===== src/rtl/tlb_inv_sweeper.sv =====
// -----------------------------------------------------------------------------
// tlb_inv_sweeper
//
// Executes a LoongArch INVTLB by reading every TLB entry in turn through the
// TLB read port and issuing a "clear E" write for each entry that matches the
// requested op. The TLB write port is shared with the WB-stage TLBWR/TLBFILL
// path; a WB write always takes the port, and the sweep stalls on that index
// so the entry is re-evaluated on the following cycle.
//
// Ports
//   clk, rst            clock, asynchronous active-low reset
//   op_valid/op_ready   INVTLB request handshake from WB (ready only in IDLE)
//   op_code/op_asid/op_vppn  INVTLB operands
//   busy, done, op_err  sweep status; done pulses one cycle, op_err qualifies it
//   r_index, r_*        TLB read port (read data is combinational)
//   wb_we, wb_index     WB write request
//   we, w_index, w_inv  merged TLB write port (w_inv=1: clear E only)
//   inv_count           (TLB_INV_COUNT_EN only) entries invalidated by last op
//
// Configuration macro: TLB_INV_COUNT_EN adds the inv_count output.
// -----------------------------------------------------------------------------
module tlb_inv_sweeper #(
    parameter int TLBNUM = 16,
    parameter int IDXW   = $clog2(TLBNUM)
) (
    input  logic            clk,
    input  logic            rst,
    input  logic            op_valid,
    output logic            op_ready,
    input  logic [4:0]      op_code,
    input  logic [9:0]      op_asid,
    input  logic [18:0]     op_vppn,
    output logic            busy,
    output logic            done,
    output logic            op_err,
    output logic [IDXW-1:0] r_index,
    input  logic            r_e,
    input  logic [18:0]     r_vppn,
    input  logic [5:0]      r_ps,
    input  logic [9:0]      r_asid,
    input  logic            r_g,
    input  logic            wb_we,
    input  logic [IDXW-1:0] wb_index,
    output logic            we,
    output logic [IDXW-1:0] w_index,
    output logic            w_inv
`ifdef TLB_INV_COUNT_EN
    ,
    output logic [IDXW:0]   inv_count
`endif
);

    localparam logic [IDXW-1:0] LAST_IDX = IDXW'(TLBNUM - 1);

    typedef enum logic [1:0] {
        ST_IDLE  = 2'd0,
        ST_SWEEP = 2'd1,
        ST_DONE  = 2'd2
    } state_t;

    state_t          state_q, state_d;
    logic [IDXW-1:0] idx_q,   idx_d;
    logic [4:0]      code_q,  code_d;
    logic [9:0]      asid_q,  asid_d;
    logic [18:0]     vppn_q,  vppn_d;
    logic            err_q,   err_d;

    logic asid_match;
    logic va_match;
    logic hit;
    logic inv_we;

    // Entry match against the latched operands, evaluated on this cycle's read data.
    always_comb begin
        asid_match = (r_asid == asid_q);
        // A 2 MB page ignores the low VPPN bits that fall inside the page.
        if (r_ps == 6'd21) begin
            va_match = (r_vppn[18:9] == vppn_q[18:9]);
        end else begin
            va_match = (r_vppn == vppn_q);
        end
        hit = 1'b0;
        case (code_q)
            5'd0, 5'd1: hit = 1'b1;
            5'd2:       hit = r_g;
            5'd3:       hit = ~r_g;
            5'd4:       hit = ~r_g & asid_match;
            5'd5:       hit = ~r_g & asid_match & va_match;
            5'd6:       hit = (r_g | asid_match) & va_match;
            default:    hit = 1'b0;
        endcase
    end

    // A WB write owns the port this cycle, so no invalidate is issued.
    assign inv_we = (state_q == ST_SWEEP) & r_e & hit & ~wb_we;

    // Next-state and outputs.
    always_comb begin
        state_d  = state_q;
        idx_d    = idx_q;
        code_d   = code_q;
        asid_d   = asid_q;
        vppn_d   = vppn_q;
        err_d    = err_q;

        op_ready = 1'b0;
        busy     = 1'b0;
        done     = 1'b0;
        op_err   = 1'b0;

        case (state_q)
            ST_IDLE: begin
                op_ready = 1'b1;
                if (op_valid) begin
                    if (op_code <= 5'd6) begin
                        state_d = ST_SWEEP;
                        idx_d   = '0;
                        code_d  = op_code;
                        asid_d  = op_asid;
                        vppn_d  = op_vppn;
                        err_d   = 1'b0;
                    end else begin
                        state_d = ST_DONE;
                        err_d   = 1'b1;
                    end
                end
            end
            ST_SWEEP: begin
                busy = 1'b1;
                // Stalled cycles hold idx so the same entry is looked at again.
                if (!wb_we) begin
                    if (idx_q == LAST_IDX) begin
                        state_d = ST_DONE;
                        idx_d   = '0;
                    end else begin
                        idx_d = idx_q + 1'b1;
                    end
                end
            end
            ST_DONE: begin
                busy    = 1'b1;
                done    = 1'b1;
                op_err  = err_q;
                state_d = ST_IDLE;
                err_d   = 1'b0;
            end
            default: begin
                state_d = ST_IDLE;
                idx_d   = '0;
                err_d   = 1'b0;
            end
        endcase
    end

    // idx is kept at zero outside a sweep, so the read index needs no mux.
    assign r_index = idx_q;
    assign we      = wb_we | inv_we;
    assign w_index = wb_we ? wb_index : idx_q;
    assign w_inv   = inv_we;

    always_ff @(posedge clk or negedge rst) begin
        if (!rst) begin
            state_q <= ST_IDLE;
            idx_q   <= '0;
            code_q  <= '0;
            asid_q  <= '0;
            vppn_q  <= '0;
            err_q   <= 1'b0;
        end else begin
            state_q <= state_d;
            idx_q   <= idx_d;
            code_q  <= code_d;
            asid_q  <= asid_d;
            vppn_q  <= vppn_d;
            err_q   <= err_d;
        end
    end

`ifdef TLB_INV_COUNT_EN
    logic [IDXW:0] cnt_q, cnt_d;

    // Cleared on any accept (legal or not); holds from done until the next accept.
    always_comb begin
        cnt_d = cnt_q;
        if ((state_q == ST_IDLE) && op_valid) begin
            cnt_d = '0;
        end else if (inv_we) begin
            cnt_d = cnt_q + 1'b1;
        end
    end

    always_ff @(posedge clk or negedge rst) begin
        if (!rst) begin
            cnt_q <= '0;
        end else begin
            cnt_q <= cnt_d;
        end
    end

    assign inv_count = cnt_q;
`endif

endmodule


===== config.mk =====
export PLATFORM = sky130hd
export DESIGN_NAME = tlb_inv_sweeper
export DESIGN_NICKNAME = d
export VERILOG_FILES = /design/src/rtl/tlb_inv_sweeper.sv
export SDC_FILE = /design/constraint.sdc
export NUM_CORES = 1
export LEC_CHECK = 0
export CORE_MARGIN = 3
export CORE_UTILIZATION = 38
export DETAILED_ROUTE_END_ITERATION = 8
export PLACE_DENSITY_LB_ADDON = 0.2
export SYNTH_ARGS = -nofsm -noshare
export SYNTH_HDL_FRONTEND = slang
export SYNTH_SLANG_ARGS = --single-unit

===== constraint.sdc =====
create_clock -name clk -period 1.75 [get_ports clk]
set_input_delay 0.175 -clock clk [delete_from_list [all_inputs] [get_ports clk]]
set_output_delay 0.175 -clock clk [all_outputs]
set_load 0.02 [all_outputs]

==> flow_metrics.env, run 1 <==
export IMPL_grt_pass1_vias=1870
export IMPL_initial_core_util=0.4085
export IMPL_fin_nets=385
export IMPL_p_leak_nw=1.553
export IMPL_drv_cap=0
export IMPL_cts_buffers=5
export IMPL_ys_flop_type="dfrtp_1"
export IMPL_clkTransAtPathRegs_ps=70
export IMPL_synth_edf_count=0
export IMPL_cts_tree="yes"
export IMPL_grt_pass1_wl_um=8418
export IMPL_core_area_um2=5335
export IMPL_num_antenna_cells=0
export IMPL_fp_dieW_um=81.74
export IMPL_cp_end_kind="output pin"
export IMPL_gp_congestion=0.7330
export IMPL_grt_total_usage=0.1655
export IMPL_power_frac_comb=0.462
export IMPL_wl_per_cell_um=13.83
export IMPL_start_kind="register"
export IMPL_cp_arrival_ps=2010
export IMPL_rsz0062_at_grt="true"
export IMPL_mostFrequentLayoutCells="clkdlybuf4s50_1 (80), dfrtp_1 (41), mux2_2 (37), xnor2_1 (26), buf_4 (20)"
export IMPL_fin_skew_ps=5.833
export IMPL_crit_type="register to output pin"
export IMPL_hold_violations=0
export IMPL_rows=26
export IMPL_clockBufferDepth=2
export IMPL_fin_crit_sh=1.251
export IMPL_synth_cells=184
export IMPL_fin_crit_ps=2189
export IMPL_layout_commonest_cell="clkdlybuf4s50_1"
export IMPL_yosys_warnings=0
export IMPL_synthesis_nets=267
export IMPL_slew_headroom=0.7926
export IMPL_synth_cell_types=34
export IMPL_cts_htree_levels=2
export IMPL_io_buffers=92
export IMPL_switching_share=0.3174
export IMPL_p_int_w=0.002940
export IMPL_drive_above_1_share=0.3201
export IMPL_ys_seq_elements=41
export IMPL_whs_ps=382.3
export IMPL_syn_to_final_growth_pct=66.42
export IMPL_fp_dieH_um=81.74
export IMPL_cp_max_fo=2
export IMPL_dpl_cell_count=364
export IMPL_r2r_start="state_q[0]"
export IMPL_critPathRequiredTime_ps=1570
export IMPL_drc=0
export IMPL_synthArstFlopShare=1.000
export IMPL_worstMarginPinSlew_ps=311.2
export IMPL_grt_start_max_net_pins=42
export IMPL_p_clk_frac=0.157
export IMPL_r2r_slack_ps=-290
export IMPL_p_switching_w=0.001367
export IMPL_die_area_um2=6681
export IMPL_final_setup_viol_count=4
export IMPL_setup_worst_path_start="asid_q[5]"
export IMPL_clk_latency_ps=290
export IMPL_powerDensity_nw_per_um2=1188
export IMPL_slew_violations=0
export IMPL_routed_wl_um=5159
export IMPL_vdd_ir_drop_max_mv=0.5290
export IMPL_antenna_found_initial=0
export IMPL_timing_rr_end="r_index[2]"
export IMPL_hp_class="input pin to async pin"
export IMPL_violations="negative setup slack"
export IMPL_grt_overflow=0
export IMPL_vias=1779
export IMPL_syn_cell_area_um2=2180
export IMPL_fin_cells=373
export IMPL_cts_sinks=41
export IMPL_cts_root_buf="clkbuf_8"
export IMPL_viasPerCell=4.769
export IMPL_p_seq_frac=0.381
export IMPL_ant_nets=0
export IMPL_syn_area_per_cell_um2=11.85
export IMPL_first_pass_iters=3
export IMPL_ioPinCount=93
export IMPL_reg2reg_depth=8
export IMPL_max_freq_mhz=456.8
export IMPL_status="complete, but fails checks"
export IMPL_drt_iter0_markers=45
export IMPL_dpl_hpwl_um=4067
export IMPL_yosysSeqAreaShare=0.4707
export IMPL_worst_slack_ps=-439.3
-- Yosys cell counts (2+ instances only) --
cell,number,share of area
ha_1,4,0.023
clkbuf_1,6,0.010
nand2b_1,2,0.0057
inv_1,3,0.0052
mux2_2,37,0.19
nand4_1,6,0.017
nor2_1,6,0.010
o21ai_0,6,0.014
a21oi_1,2,0.0046
nor4bb_1,2,0.0092
o31ai_1,2,0.0069
xnor2_1,26,0.10
and2_1,4,0.011
nor2b_1,2,0.0057
nand2_1,6,0.010
xor2_1,4,0.016
dfrtp_1,41,0.47
nand3_1,8,0.018
nor3_1,2,0.0046
-- layout make-up --
type                            instances  area [µm²]
Fill cell                             425        1708
Multi-Input combinational cell        134        1251
Timing Repair Buffer                  117        1145
Sequential cell                        41        1026
Clock buffer                            7       96.34
Tap cell                               70       87.58
Inverter                                3       16.27
Clock inverter                          1       5.005
-- layer usage --
layer  routed length [µm]  vias to the layer above  share of wire  GRT usage
li1                     -                      887              -          -
met1                 2078                      827           0.40     0.1907
met2                 2628                       60           0.51     0.2924
met3                  422                        5          0.082    0.06140
met4                   29                        0         0.0056    0.03488
met5                    0                        -              0          0
-- kinds of logic (layout without fill, tap and decap cells) --
logic type               count (synthesis)  after routing  synth area share
AND/OR/NAND/NOR                         45             45            0.1194
flip-flops                              41             41            0.4707
multiplexers                            37             37            0.1912
XOR/XNOR                                30             30            0.1206
AO/OA/AOI/OAI                           18             18           0.05970
buffers and inverters                    9            128           0.01550
adder cells (fa/ha/maj)                  4              4           0.02296
-- flip-flops by register name, indices dropped and copies added (netlist names) --
register / flops
vppn_q: 19
state_q: 2
code_q: 5
asid_q: 10
r_index: 4
err_q: 1
-- stage by stage --
step           utilization  setup WS, ps  instance area (µm²)  setup TNS (ps)  power, W
6_report            0.6799        -439.3                 3627           -1260  0.004308
4_1_cts             0.6794        -499.7                 3625           -1325  0.004386
5_1_grt             0.6799        -527.9                 3627           -1718  0.004637
2_1_floorplan            -        -137.6                 2268          -308.9  0.002864
3_3_place_gp        0.6466        -872.9                 3450           -6679  0.003574
3_5_place_dp        0.6466        -920.7                 3450           -8163  0.003636
-- worst max-delay path, cell delays in order (launching register included) --
cell     delay [ps]
dfrtp_1         400
xor2_1          150
or4_4           560
o21ai_1         160
a22oi_2         140
nor3_4          180
buf_6           140
-- power groups by stage --
stage | logic, W | clock network [W] | registers [W]
6_report | 0.00199 | 0.000674 | 0.00164
5_1_grt | 0.00219 | 0.000745 | 0.00170
4_1_cts | 0.00204 | 0.000696 | 0.00165
3_5_place_dp | 0.00197 | 0 | 0.00166
3_3_place_gp | 0.00193 | 0 | 0.00164
2_1_floorplan | 0.00124 | 0 | 0.00162
-- timing repair --
item / CTS / global route
endpoints found under the setup margin: 12 / 42
gates resized for setup: 40 / 10
buffers inserted: 2 / 5
hold buffers: 1 / 0
endpoints found under the hold margin: 41 / 0
pin swaps: 10 / 10
-- how the worst max path moves through the flow --
stage                  to  slack [ps]  cells after the start
finish              w_inv        -440                      6
global placement    w_inv        -870                      7
global route        w_inv        -530                      6
floorplan           w_inv        -140                      8
CTS                 w_inv        -500                      6
detailed placement  w_inv        -920                      7
(Power assumes the default switching activity.)
==> inputs of run 2 (changes only) <==
CORE_ASPECT_RATIO = 0.5   (was unset)
==> flow_metrics.env, run 2 (synthesis gave the netlist of run 1 again) <==
export IMPL_status="complete, but fails checks"
export IMPL_violations="negative setup slack"
export IMPL_routed_wl_um=5603
export IMPL_rsz0062_at_grt="true"
export IMPL_crit_type="register to output pin"
export IMPL_viasPerCell=4.905
export IMPL_p_leak_nw=1.514
export IMPL_largest_reg_flops=19
export IMPL_io_buffers=92
export IMPL_wl_per_cell_um=15.18
export IMPL_core_area_um2=5225
export IMPL_reg2reg_depth=8
export IMPL_die_area_um2=6736
export IMPL_fin_cells=369
export IMPL_clkTransAtPathRegs_ps=60
export IMPL_r2r_start="state_q[0]"
export IMPL_cp_end_kind="output pin"
export IMPL_drive_above_1_share=0.3144
export IMPL_cts_sinks=41
export IMPL_syn_to_final_growth_pct=66.59
export IMPL_timing_rr_end="r_index[2]"
export IMPL_powerDensity_nw_per_um2=1266
export IMPL_critPathRequiredTime_ps=1570
export IMPL_start_kind="register"
export IMPL_fin_nets=381
export IMPL_fp_dieW_um=113.1
export IMPL_fin_skew_ps=1.875
export IMPL_clk_latency_ps=280
export IMPL_cts_root_buf="clkbuf_16"
export IMPL_cts_htree_levels=2
export IMPL_cts_buffers=5
export IMPL_drt_iter0_markers=26
export IMPL_place_area_um2=3392
export IMPL_dpl_hpwl_um=4294
export IMPL_hold_violations=0
export IMPL_mostFrequentLayoutCells="clkdlybuf4s50_1 (83), dfrtp_1 (41), mux2_2 (37), xnor2_1 (26), buf_4 (17)"
export IMPL_cp_arrival_ps=2010
export IMPL_r2r_slack_ps=-290
export IMPL_ant_nets=0
export IMPL_slew_violations=0
export IMPL_first_pass_iters=4
export IMPL_worst_slack_ps=-436.3
export IMPL_fp_dieH_um=59.56
export IMPL_grt_pass1_wl_um=9342
export IMPL_setup_tns_ps=-1230
export IMPL_num_antenna_cells=0
export IMPL_layout_commonest_cell="clkdlybuf4s50_1"
export IMPL_max_freq_mhz=457.4
export IMPL_slew_headroom=0.6473
export IMPL_initial_core_util=0.4171
export IMPL_grt_pass1_vias=2032
export IMPL_rows=18
export IMPL_top_regs="vppn_q (19), asid_q (10), code_q (5)"
export IMPL_regArea_um2=1026
export IMPL_fin_area_um2=3631
export IMPL_clockBufferDepth=2
export IMPL_worstMarginPinSlew_ps=529.0
export IMPL_pre_cts_ws_ps=-979.0
export IMPL_hp_class="input pin to async pin"
export IMPL_fin_crit_sh=1.249
export IMPL_dpl_cell_count=358
export IMPL_gp_congestion=0.7878
export IMPL_power_w=0.004596
export IMPL_fin_crit_ps=2186
export IMPL_cp_max_fo=2
export IMPL_drv_cap=0
export IMPL_vias=1810
export IMPL_n_fill_cell=396
export IMPL_multi_input_area_um2=1256
export IMPL_largest_register="vppn_q"
export IMPL_final_setup_viol_count=6
export IMPL_grt_overflow=0
export IMPL_drc=0
export IMPL_grt_total_usage=0.1774
export IMPL_vdd_ir_drop_max_mv=0.6744
export IMPL_cts_tree="yes"
export IMPL_antenna_found_initial=0
export IMPL_grt_start_max_net_pins=42
export IMPL_ioPinCount=93
run 2: layout make-up:
class | count | share of cell area
clock buffers | 7 | 0.04204
multi-input cells | 134 | 0.3460
well taps | 70 | 0.02412
clock inverters | 1 | 0.001378
inverters | 3 | 0.004480
flip-flops and latches | 41 | 0.2826
repair buffers | 113 | 0.2994
run 2: per-stage QoR:
| step | hold slack, ps | utilization |
|---|---|---|
| after floorplan | -120.6 | - |
| after global placement | 269.8 | 0.6492 |
| after CTS | 506.1 | 0.6925 |
| final | 492.7 | 0.6949 |
| after detailed placement | 273.9 | 0.6492 |
| after global routing | 514.8 | 0.6949 |
run 2: how the worst max path moves through the flow:
stage / start / cells after the start / slack [ps] / end
after CTS: asid_q[3] / 6 / -480 / w_inv
final: asid_q[3] / 6 / -440 / w_inv
after global placement: r_asid[5] / 7 / -880 / w_inv
after floorplan: state_q[1] / 8 / -140 / w_inv
after detailed placement: r_asid[5] / 7 / -980 / w_inv
after global routing: asid_q[3] / 6 / -510 / w_inv
run 2: worst max-delay path, stage by stage, from the launching register on:
cell	delay (ps)
dfrtp_1	380
xor2_1	140
or4_4	550
nor4b_4	290
nor2_4	80
nor3_4	140
buf_6	140
run 2: where the power goes:
part,switching (W),internal [W]
clock network,0.000353,0.000603
registers,0.000308,0.00136
logic,0.000794,0.00117
run 2: routing by layer:
metal  track usage  wire length [µm]
met1        0.2068              2333
met4       0.03767                43
met2        0.3342              2900
met5             0                 0
met3       0.04791               326
run 2: timing repair:
action                                  in CTS  in global routing
setup buffers                                2                  4
endpoints found under the setup margin      12                 45
hold buffers                                 1                  0
pin swaps                                   11                 10
gates resized for setup                     36                  9
hold endpoints to repair                    41                  0
gates cloned                                 0                  0
